<file path="config.mk">
export PLATFORM = sky130hd
export DESIGN_NAME = grf_writeback
export DESIGN_NICKNAME = d
export VERILOG_FILES = /design/src/rtl/grf_writeback.sv
export SDC_FILE = /design/constraint.sdc
export NUM_CORES = 2
export LEC_CHECK = 0
export ABC_AREA = 1
export BUFFER_PORTS_ARGS = -buffer_cell sky130_fd_sc_hd__buf_2
export CAP_MARGIN = 20
export CELL_PAD_IN_SITES_DETAIL_PLACEMENT = 1
export CELL_PAD_IN_SITES_GLOBAL_PLACEMENT = 1
export CORE_UTILIZATION = 49
export CTS_CLUSTER_DIAMETER = 200
export DETAILED_ROUTE_END_ITERATION = 10
export PLACE_DENSITY_LB_ADDON = 0.1
export SYNTH_ARGS = -nofsm -noshare
export SYNTH_HDL_FRONTEND = slang
export SYNTH_SLANG_ARGS = --single-unit
</file>
<file path="constraint.sdc">
create_clock -name clk -period 3.45 [get_ports clk]
set_clock_uncertainty 0.05 [all_clocks]
set_input_delay 0.345 -clock clk [delete_from_list [all_inputs] [get_ports clk]]
set_output_delay 0.345 -clock clk [all_outputs]
set_load 0.02 [all_outputs]
</file>
<file path="src/rtl/grf_writeback.sv">
// Writeback stage: selects WD, commits to the 32x32 register file, bypassed reads, commit trace, retire count.
// Latency: WD/we_eff/RD combinational; array, trace and instret update on the rising edge after commit.
// No backpressure: a W instruction always retires in its cycle; the stage never stalls upstream.
module grf_writeback #(
  parameter int WIDTH = 32,
  parameter int NREG  = 32
) (
  input  logic             clk,
  input  logic             reset,
  input  logic             W_valid,
  input  logic             RFWr,
  input  logic [1:0]       WDSel,
  input  logic [4:0]       A3,
  input  logic [WIDTH-1:0] AO,
  input  logic [WIDTH-1:0] DR,
  input  logic [WIDTH-1:0] W_PC,
  input  logic [4:0]       A1,
  input  logic [4:0]       A2,
  output logic [WIDTH-1:0] RD1,
  output logic [WIDTH-1:0] RD2,
  output logic [WIDTH-1:0] WD,
  output logic             we_eff,
  output logic             trace_we,
  output logic [4:0]       trace_addr,
  output logic [WIDTH-1:0] trace_data,
  output logic [WIDTH-1:0] trace_pc,
  output logic [31:0]      instret
);

  localparam logic [1:0] SEL_AO  = 2'b00;
  localparam logic [1:0] SEL_DR  = 2'b01;
  localparam logic [1:0] SEL_PC  = 2'b10;
  localparam logic [1:0] SEL_RSV = 2'b11;

  // jal link address is two instructions past the jal (delay slot skipped)
  localparam logic [WIDTH-1:0] LINK_OFS = WIDTH'(8);

  logic [WIDTH-1:0] regs_q [0:NREG-1];
  logic [WIDTH-1:0] regs_d [0:NREG-1];

  logic             trace_we_q,   trace_we_d;
  logic [4:0]       trace_addr_q, trace_addr_d;
  logic [WIDTH-1:0] trace_data_q, trace_data_d;
  logic [WIDTH-1:0] trace_pc_q,   trace_pc_d;
  logic [31:0]      instret_q,    instret_d;

  // Writeback data select; the reserved encoding yields zero and never writes
  always_comb begin
    WD = '0;
    case (WDSel)
      SEL_AO:  WD = AO;
      SEL_DR:  WD = DR;
      SEL_PC:  WD = W_PC + LINK_OFS;
      default: WD = '0;
    endcase
  end

  // Effective write: real instruction, write enabled, not $0, not reserved select
  always_comb begin
    we_eff = W_valid & RFWr & (A3 != 5'd0) & (WDSel != SEL_RSV);
  end

  // Next register-file contents; entry 0 is pinned to zero
  always_comb begin
    for (int i = 0; i < NREG; i++) begin
      regs_d[i] = regs_q[i];
    end
    if (we_eff) begin
      regs_d[A3] = WD;
    end
    regs_d[0] = '0;
  end

  // Register file state; asynchronous clear drops any write pending on that edge
  always_ff @(posedge clk or negedge reset) begin
    if (!reset) begin
      for (int i = 0; i < NREG; i++) begin
        regs_q[i] <= '0;
      end
    end else begin
      for (int i = 0; i < NREG; i++) begin
        regs_q[i] <= regs_d[i];
      end
    end
  end

  // Read port 1 with write-through so decode sees this cycle's commit
  always_comb begin
    RD1 = '0;
    if (A1 != 5'd0) begin
      if (we_eff && (A1 == A3)) begin
        RD1 = WD;
      end else begin
        RD1 = regs_q[A1];
      end
    end
  end

  // Read port 2, independent of port 1
  always_comb begin
    RD2 = '0;
    if (A2 != 5'd0) begin
      if (we_eff && (A2 == A3)) begin
        RD2 = WD;
      end else begin
        RD2 = regs_q[A2];
      end
    end
  end

  // Trace record loads only on a commit; otherwise the last commit is held
  always_comb begin
    trace_we_d   = we_eff;
    trace_addr_d = trace_addr_q;
    trace_data_d = trace_data_q;
    trace_pc_d   = trace_pc_q;
    if (we_eff) begin
      trace_addr_d = A3;
      trace_data_d = WD;
      trace_pc_d   = W_PC;
    end
  end

  // Every valid W instruction retires, writer or not; wraps naturally at 2^32
  always_comb begin
    instret_d = instret_q + {31'd0, W_valid};
  end

  // Trace and retire-counter state
  always_ff @(posedge clk or negedge reset) begin
    if (!reset) begin
      trace_we_q   <= 1'b0;
      trace_addr_q <= '0;
      trace_data_q <= '0;
      trace_pc_q   <= '0;
      instret_q    <= '0;
    end else begin
      trace_we_q   <= trace_we_d;
      trace_addr_q <= trace_addr_d;
      trace_data_q <= trace_data_d;
      trace_pc_q   <= trace_pc_d;
      instret_q    <= instret_d;
    end
  end

  assign trace_we   = trace_we_q;
  assign trace_addr = trace_addr_q;
  assign trace_data = trace_data_q;
  assign trace_pc   = trace_pc_q;
  assign instret    = instret_q;

endmodule

</file>
Yosys cells after proc, flatten, opt, wreduce, memory -nomap -nowiden:

Cells that the tools add are included.

* register bits after elaboration: 1094
* bits of input ports: 117

* mux-type cells: 14
* bitwise logic cells: 6
* reductions and logical operators: 7
* $lt $le $gt $ge: 4
* add/subtract/negate cells: 2
* eq/ne operators: 5

Operator list (number)
* 1024-bit bitwise mux: 1
* 32-bit binary-select mux with 5-bit select: 2
* 32-bit 2-to-1 mux: 9
* 32-bit demux with 5-bit select: 1
* 32-bit case mux with 3 select lines: 1
* 32-bit by 1-bit adder with 32-bit output: 1
* 32-bit by 4-bit adder with 32-bit output, second input constant: 1
* 6-bit >= comparator, second input constant: 3
* 5-bit inverter with 6-bit output: 3
* 5-bit nonzero test: 3
* 5-bit equality test: 2
* 6-bit by 1-bit less-than comparator with 1-bit output, second input constant: 1
* 1-bit AND: 3
* 1-bit logical AND: 3
* 2-bit by 1-bit equality test with 1-bit output, second input constant: 1
* 2-bit equality test, second input constant: 1
* 2-bit zero test: 1
* 2-bit != test, second input constant: 1

Logic depth before layout (Yosys ltp):

* depth in word-level cells: 6
* gate-level depth with buffers: 13
* mapped depth without buffers: 12

Worst setup path before layout:

No wires, ideal clock.

* kind: input port to output port
* from: in A1[2]
* to: out RD1[11]
* stages on the path: 10
* path buffers: 3
* data required time: 3.055 ns
* arrival: 1.653 ns
* slack: 1.402 ns
* cells stage by stage: clkbuf_1 -> inv_2 -> clkbuf_1 -> clkbuf_1 -> nand3_1 -> nand3_1 -> nand3_1 -> nand3_1 -> nand2_1 -> inv_1

* word-level cells in the longest chain between the ends: 6
* elaborated cells between the ends (all ways): 9
* those cells by class: eq/ne (1); mux (5); bitwise (1); reduce/logical (2)

RTL lines
* from (decl): RTL line 17 `input logic [4:0] A1,`
* 5-bit inverter with 6-bit output (implied by the code): RTL line 94 `RD1 = regs_q[A1];`
* 32-bit binary-select mux with 5-bit select: RTL line 94
* 32-bit 2-to-1 mux (implied by the code) (2 in series): RTL line 94
* 32-bit 2-to-1 mux: RTL line 91 `if (we_eff && (A1 == A3)) begin`
* 32-bit 2-to-1 mux *: RTL line 90 `if (A1 != 5'd0) begin`
* to (decl): RTL line 19 `output logic [WIDTH-1:0] RD1,`

Every way passes the cells marked *; elsewhere a longest branch is shown, timed or not. The select of a mux whose other input is x is not followed.

Final worst setup path:

* from: in A3[4]
* to: out RD1[0]

* word-level cells in the longest chain between the ends: 6
* elaborated cells between the ends (all ways): 7
* those cells by class: eq/ne (1); mux (2); bitwise (2); reduce/logical (2)

RTL lines
* from (decl): RTL line 13 `input logic [4:0] A3,`
* 5-bit nonzero test: RTL line 60 `we_eff = W_valid & RFWr & (A3 != 5'd0) & (WDSel != SEL_RSV);`
* 1-bit AND (2 in series): RTL line 60
* 1-bit logical AND *: RTL line 91
* 32-bit 2-to-1 mux *: RTL line 91
* 32-bit 2-to-1 mux *: RTL line 90

Every way passes the cells marked *; elsewhere a longest branch is shown, timed or not.

==> results.sh <==
export IMPL_die_w_um=359
export IMPL_place_ws_ns=0.409
export IMPL_setup_ws_ns=-0.153
export IMPL_cts_buffers_inserted=132
export IMPL_drv_slew=0
export IMPL_routed_wl_um=308000
export IMPL_dpl_cell_area_um2=66600
export IMPL_grt_util_all_layers=0.472
export IMPL_wl_per_cell_um=28.0
export IMPL_rsz0062_at_grt="yes"
export IMPL_worst_path_largest_cell_delay_ns=0.52
export IMPL_worstSkewPairLatency_ns=0.79
export IMPL_regToRegSetupSlack_ns=1.31
export IMPL_r2r_start="instret[0]$_DFF_PN0_"
export IMPL_min_period_ns=3.60
export IMPL_power_density_nw_per_um2=520
export IMPL_synth_fp_nets=9262
export IMPL_min_to="trace_data[30]$_DFFE_PN0P_"
export IMPL_async_flop_share=1.00
export IMPL_worstReg2RegEnd="instret[26]$_DFF_PN0_"
export IMPL_ir_drop_mv=0.580
export IMPL_drtIter0Drc=9547
export IMPL_viasPerCell=6.47
export IMPL_crit_buf_inv=7
export IMPL_maxCapViolCount=0
export IMPL_violations="negative setup slack"
export IMPL_clockBufferDepth=3
export IMPL_drive_gt1_frac=0.107
export IMPL_cp_top_family="buffers and inverters"
export IMPL_crit_required_ns=3.05
export IMPL_synth_fa_ha_area_frac=0.000601
export IMPL_synthXorXnorAreaFrac=0.00547
export IMPL_worst_pin_slew_ns=1.18
export IMPL_reg2reg_depth=9
export IMPL_area_delta_synth_final_pct=14.3
export IMPL_overflow=0
export IMPL_worstSetupPathType="primary input to output pin"
export IMPL_crit_arrival_ns=3.21
export IMPL_outcome="complete, but fails checks"
export IMPL_cp_start_kind="primary input"
export IMPL_hold_violations=0
export IMPL_synth_top_family_by_area="simple AND/OR/NAND/NOR gates"
export IMPL_drt_pass1_iterations=7
export IMPL_core_um2=126000
export IMPL_vias=70954
export IMPL_syn_area_per_cell_um2=6.83
export IMPL_crit_top_cell="nand2_1"
export IMPL_relSlewSlack=0.207
export IMPL_first_global_vias=72600
export IMPL_ys_ff_latch=1094
export IMPL_power_leakage_nw=34.4
export IMPL_fmax_ghz=0.278
export IMPL_dp_hpwl_um=196000
export IMPL_crit_chain="dlygate4sd3_1 > buf_2 > inv_2 > nand2_1 > nor2_1 > nand2_1 > nand2_4 > inv_8 > nand4_2 > buf_4 > nand3_1 > nand2_1 > inv_1 > buf_2"
export IMPL_initial_utilization=0.496
export IMPL_synth_compound_area_frac=0.0621
export IMPL_hp_class="primary input to flip-flop"
export IMPL_crit_fanout=8
export IMPL_path_clk_slew_ns=0.06
export IMPL_numPortBuffers=315
export IMPL_dieArea_um2=129000
export IMPL_worstSetupEndpointType="output pin"
export IMPL_io_pins=316
export IMPL_cts_sinks=1094
export IMPL_ys_flop_type="dfrtp_1"
export IMPL_synth_mux_area_frac=0
export IMPL_finalSetupViolations=7
export IMPL_hold_start="AO[30]"
export IMPL_gp_congestion=0.952
export IMPL_synth_edf_count=0
export IMPL_h_tree_depth=4
export IMPL_ant_nets=0
export IMPL_grt_pass1_wl_um=461000
export IMPL_hold_path_depth=6
export IMPL_clockRootBuffer="clkbuf_16"
export IMPL_grt_max_degree=86
export IMPL_synth_area_um2=62500
export IMPL_ys_warnings_count=0
export IMPL_dieHeight_um=359
export IMPL_synth_simple_area_share=0.427
export IMPL_rows=130
export IMPL_syn_inst=9142
export IMPL_drc=0
export IMPL_finalNetCount=9350
export IMPL_cts_tree="yes"
export IMPL_synth_distinct_cells=45
export IMPL_finish_instance_area_um2=71400
export IMPL_cp_slowest_cell="dlygate4sd3_1"
export IMPL_fin_crit_sh=1.04
export IMPL_antenna_found_initial=16
export IMPL_seq_area_frac_synth=0.438
[metal layers]
metal	vias up	track usage	part of all wire
li1	29850	-	-
met5	-	0.0155	0.0013
met4	18	0.316	0.075
met3	1287	0.138	0.12
met2	4778	0.710	0.43
met1	35021	0.586	0.37
[metrics by stage]
| stage | hold slack (ns) | setup TNS [ns] | std cells | util | power, mW |
|---|---|---|---|---|---|
| 6_report | 0.0483 | -0.327 | 10974 | 0.566 | 37.1 |
| 4_1_cts | 0.0274 | 0 | 10969 | 0.566 | 36.8 |
| 3_3_place_gp | 0.335 | 0 | 10708 | 0.529 | 22.2 |
| 5_1_grt | 0.0955 | -0.210 | 10973 | 0.566 | 38.3 |
| 2_1_floorplan | -0.000591 | 0 | 9142 | - | 19.4 |
| 3_5_place_dp | 0.343 | 0 | 10708 | 0.529 | 22.5 |
[cell usage in the layout (no fill, tap or decap), drive strengths merged, types with 37 or more instances in the layout]
master / Yosys / final
a31oi: 156 / 156
buf: 357 / 650
clkbuf: 377 / 189
dfrtp: 1094 / 1094
dlygate4sd3: 0 / 37
inv: 228 / 228
nand2: 4036 / 4036
nand3: 1988 / 1988
nor2: 264 / 264
o21ai: 515 / 515
[area by class of cell]
type,instances,area (µm²)
inverter,233,938
clock buffer,188,3860
sequential,1094,27400
timing repair buffer,688,5660
fill,16389,54700
tap,1650,2060
antenna,4,10.0
clock inverter,36,447
multi-input combinational,7081,31000
[cells by family (layout without fill, tap and decap cells)]
kind of cell / Yosys count / after routing
XOR/XNOR: 39 / 39
other: 0 / 4
AND/OR/NAND/NOR: 6328 / 6328
buffers and inverters: 967 / 1145
flip-flops: 1094 / 1094
AO/OA/AOI/OAI: 711 / 711
adder cells (fa/ha/maj): 3 / 3
[registers in the layout (all words and copies together), names as in the netlist]
signal,count
regs_q,992
instret,32
trace_data,32
trace_pc,32
trace_addr,5
trace_we,1
[worst max-delay path by stage]
stage | start | end | slack, ns | cells after the start
floorplan | A1[2] | RD1[11] | 1.40 | 10
detailed placement | A3[1] | regs_q[683]$_DFFE_PN0P_ | 0.41 | 8
global route | A3[4] | RD1[0] | -0.08 | 14
finish | A3[4] | RD1[0] | -0.15 | 14
global placement | A2[0] | RD2[6] | 0.44 | 12
CTS | A3[4] | RD1[12] | 0.01 | 12
[power by group]
part	internal (mW)	switching [mW]	total [mW]
Sequential	14.2	1.26	15.5
Combinational	2.25	5.00	7.25
Clock	8.43	5.96	14.4
Total	24.9	12.2	37.1
[synthesized netlist by cell type, types with 4 or more instances]
cell type	count	area, µm²
a31oi_1	156	976
o21ai_1	124	621
a22o_1	25	219
dfrtp_1	1094	27400
nand3_2	9	90.1
xor2_1	22	193
clkbuf_1	373	1400
xnor2_1	17	149
inv_1	171	642
nor2_4	12	135
o21ai_0	390	1950
nand3_1	1979	9900
o211ai_1	7	52.6
nand2_2	12	75.1
nor2_2	12	75.1
nand2_1	4013	15100
a21oi_1	5	25.0
clkinv_1	4	15.0
buf_1	63	236
buf_4	21	158
nor2_1	237	890
nor3_1	18	90.1
nand2_4	10	113
inv_2	56	210
buf_2	255	1280
clkbuf_2	4	20.0
buf_6	18	203
nand4_1	9	56.3
[worst register-to-register path: cells and delay by family, from the launching register on]
family	cells	cell delay (ns)
XOR/XNOR	1	0.16
adder cells (fa/ha/maj)	2	0.41
buffers and inverters	1	0.11
flip-flops	1	0.35
AND/OR/NAND/NOR	5	0.99
[timing repair]
action / 4_1_cts / 5_1_grt
buffers inserted: 0 / 1
setup endpoints to repair: 0 / 19
gates resized for setup: 0 / 15
endpoints found under the hold margin: 102 / 0
hold buffers: 37 / 0
Note: power is estimated with default switching activity, not from simulation.
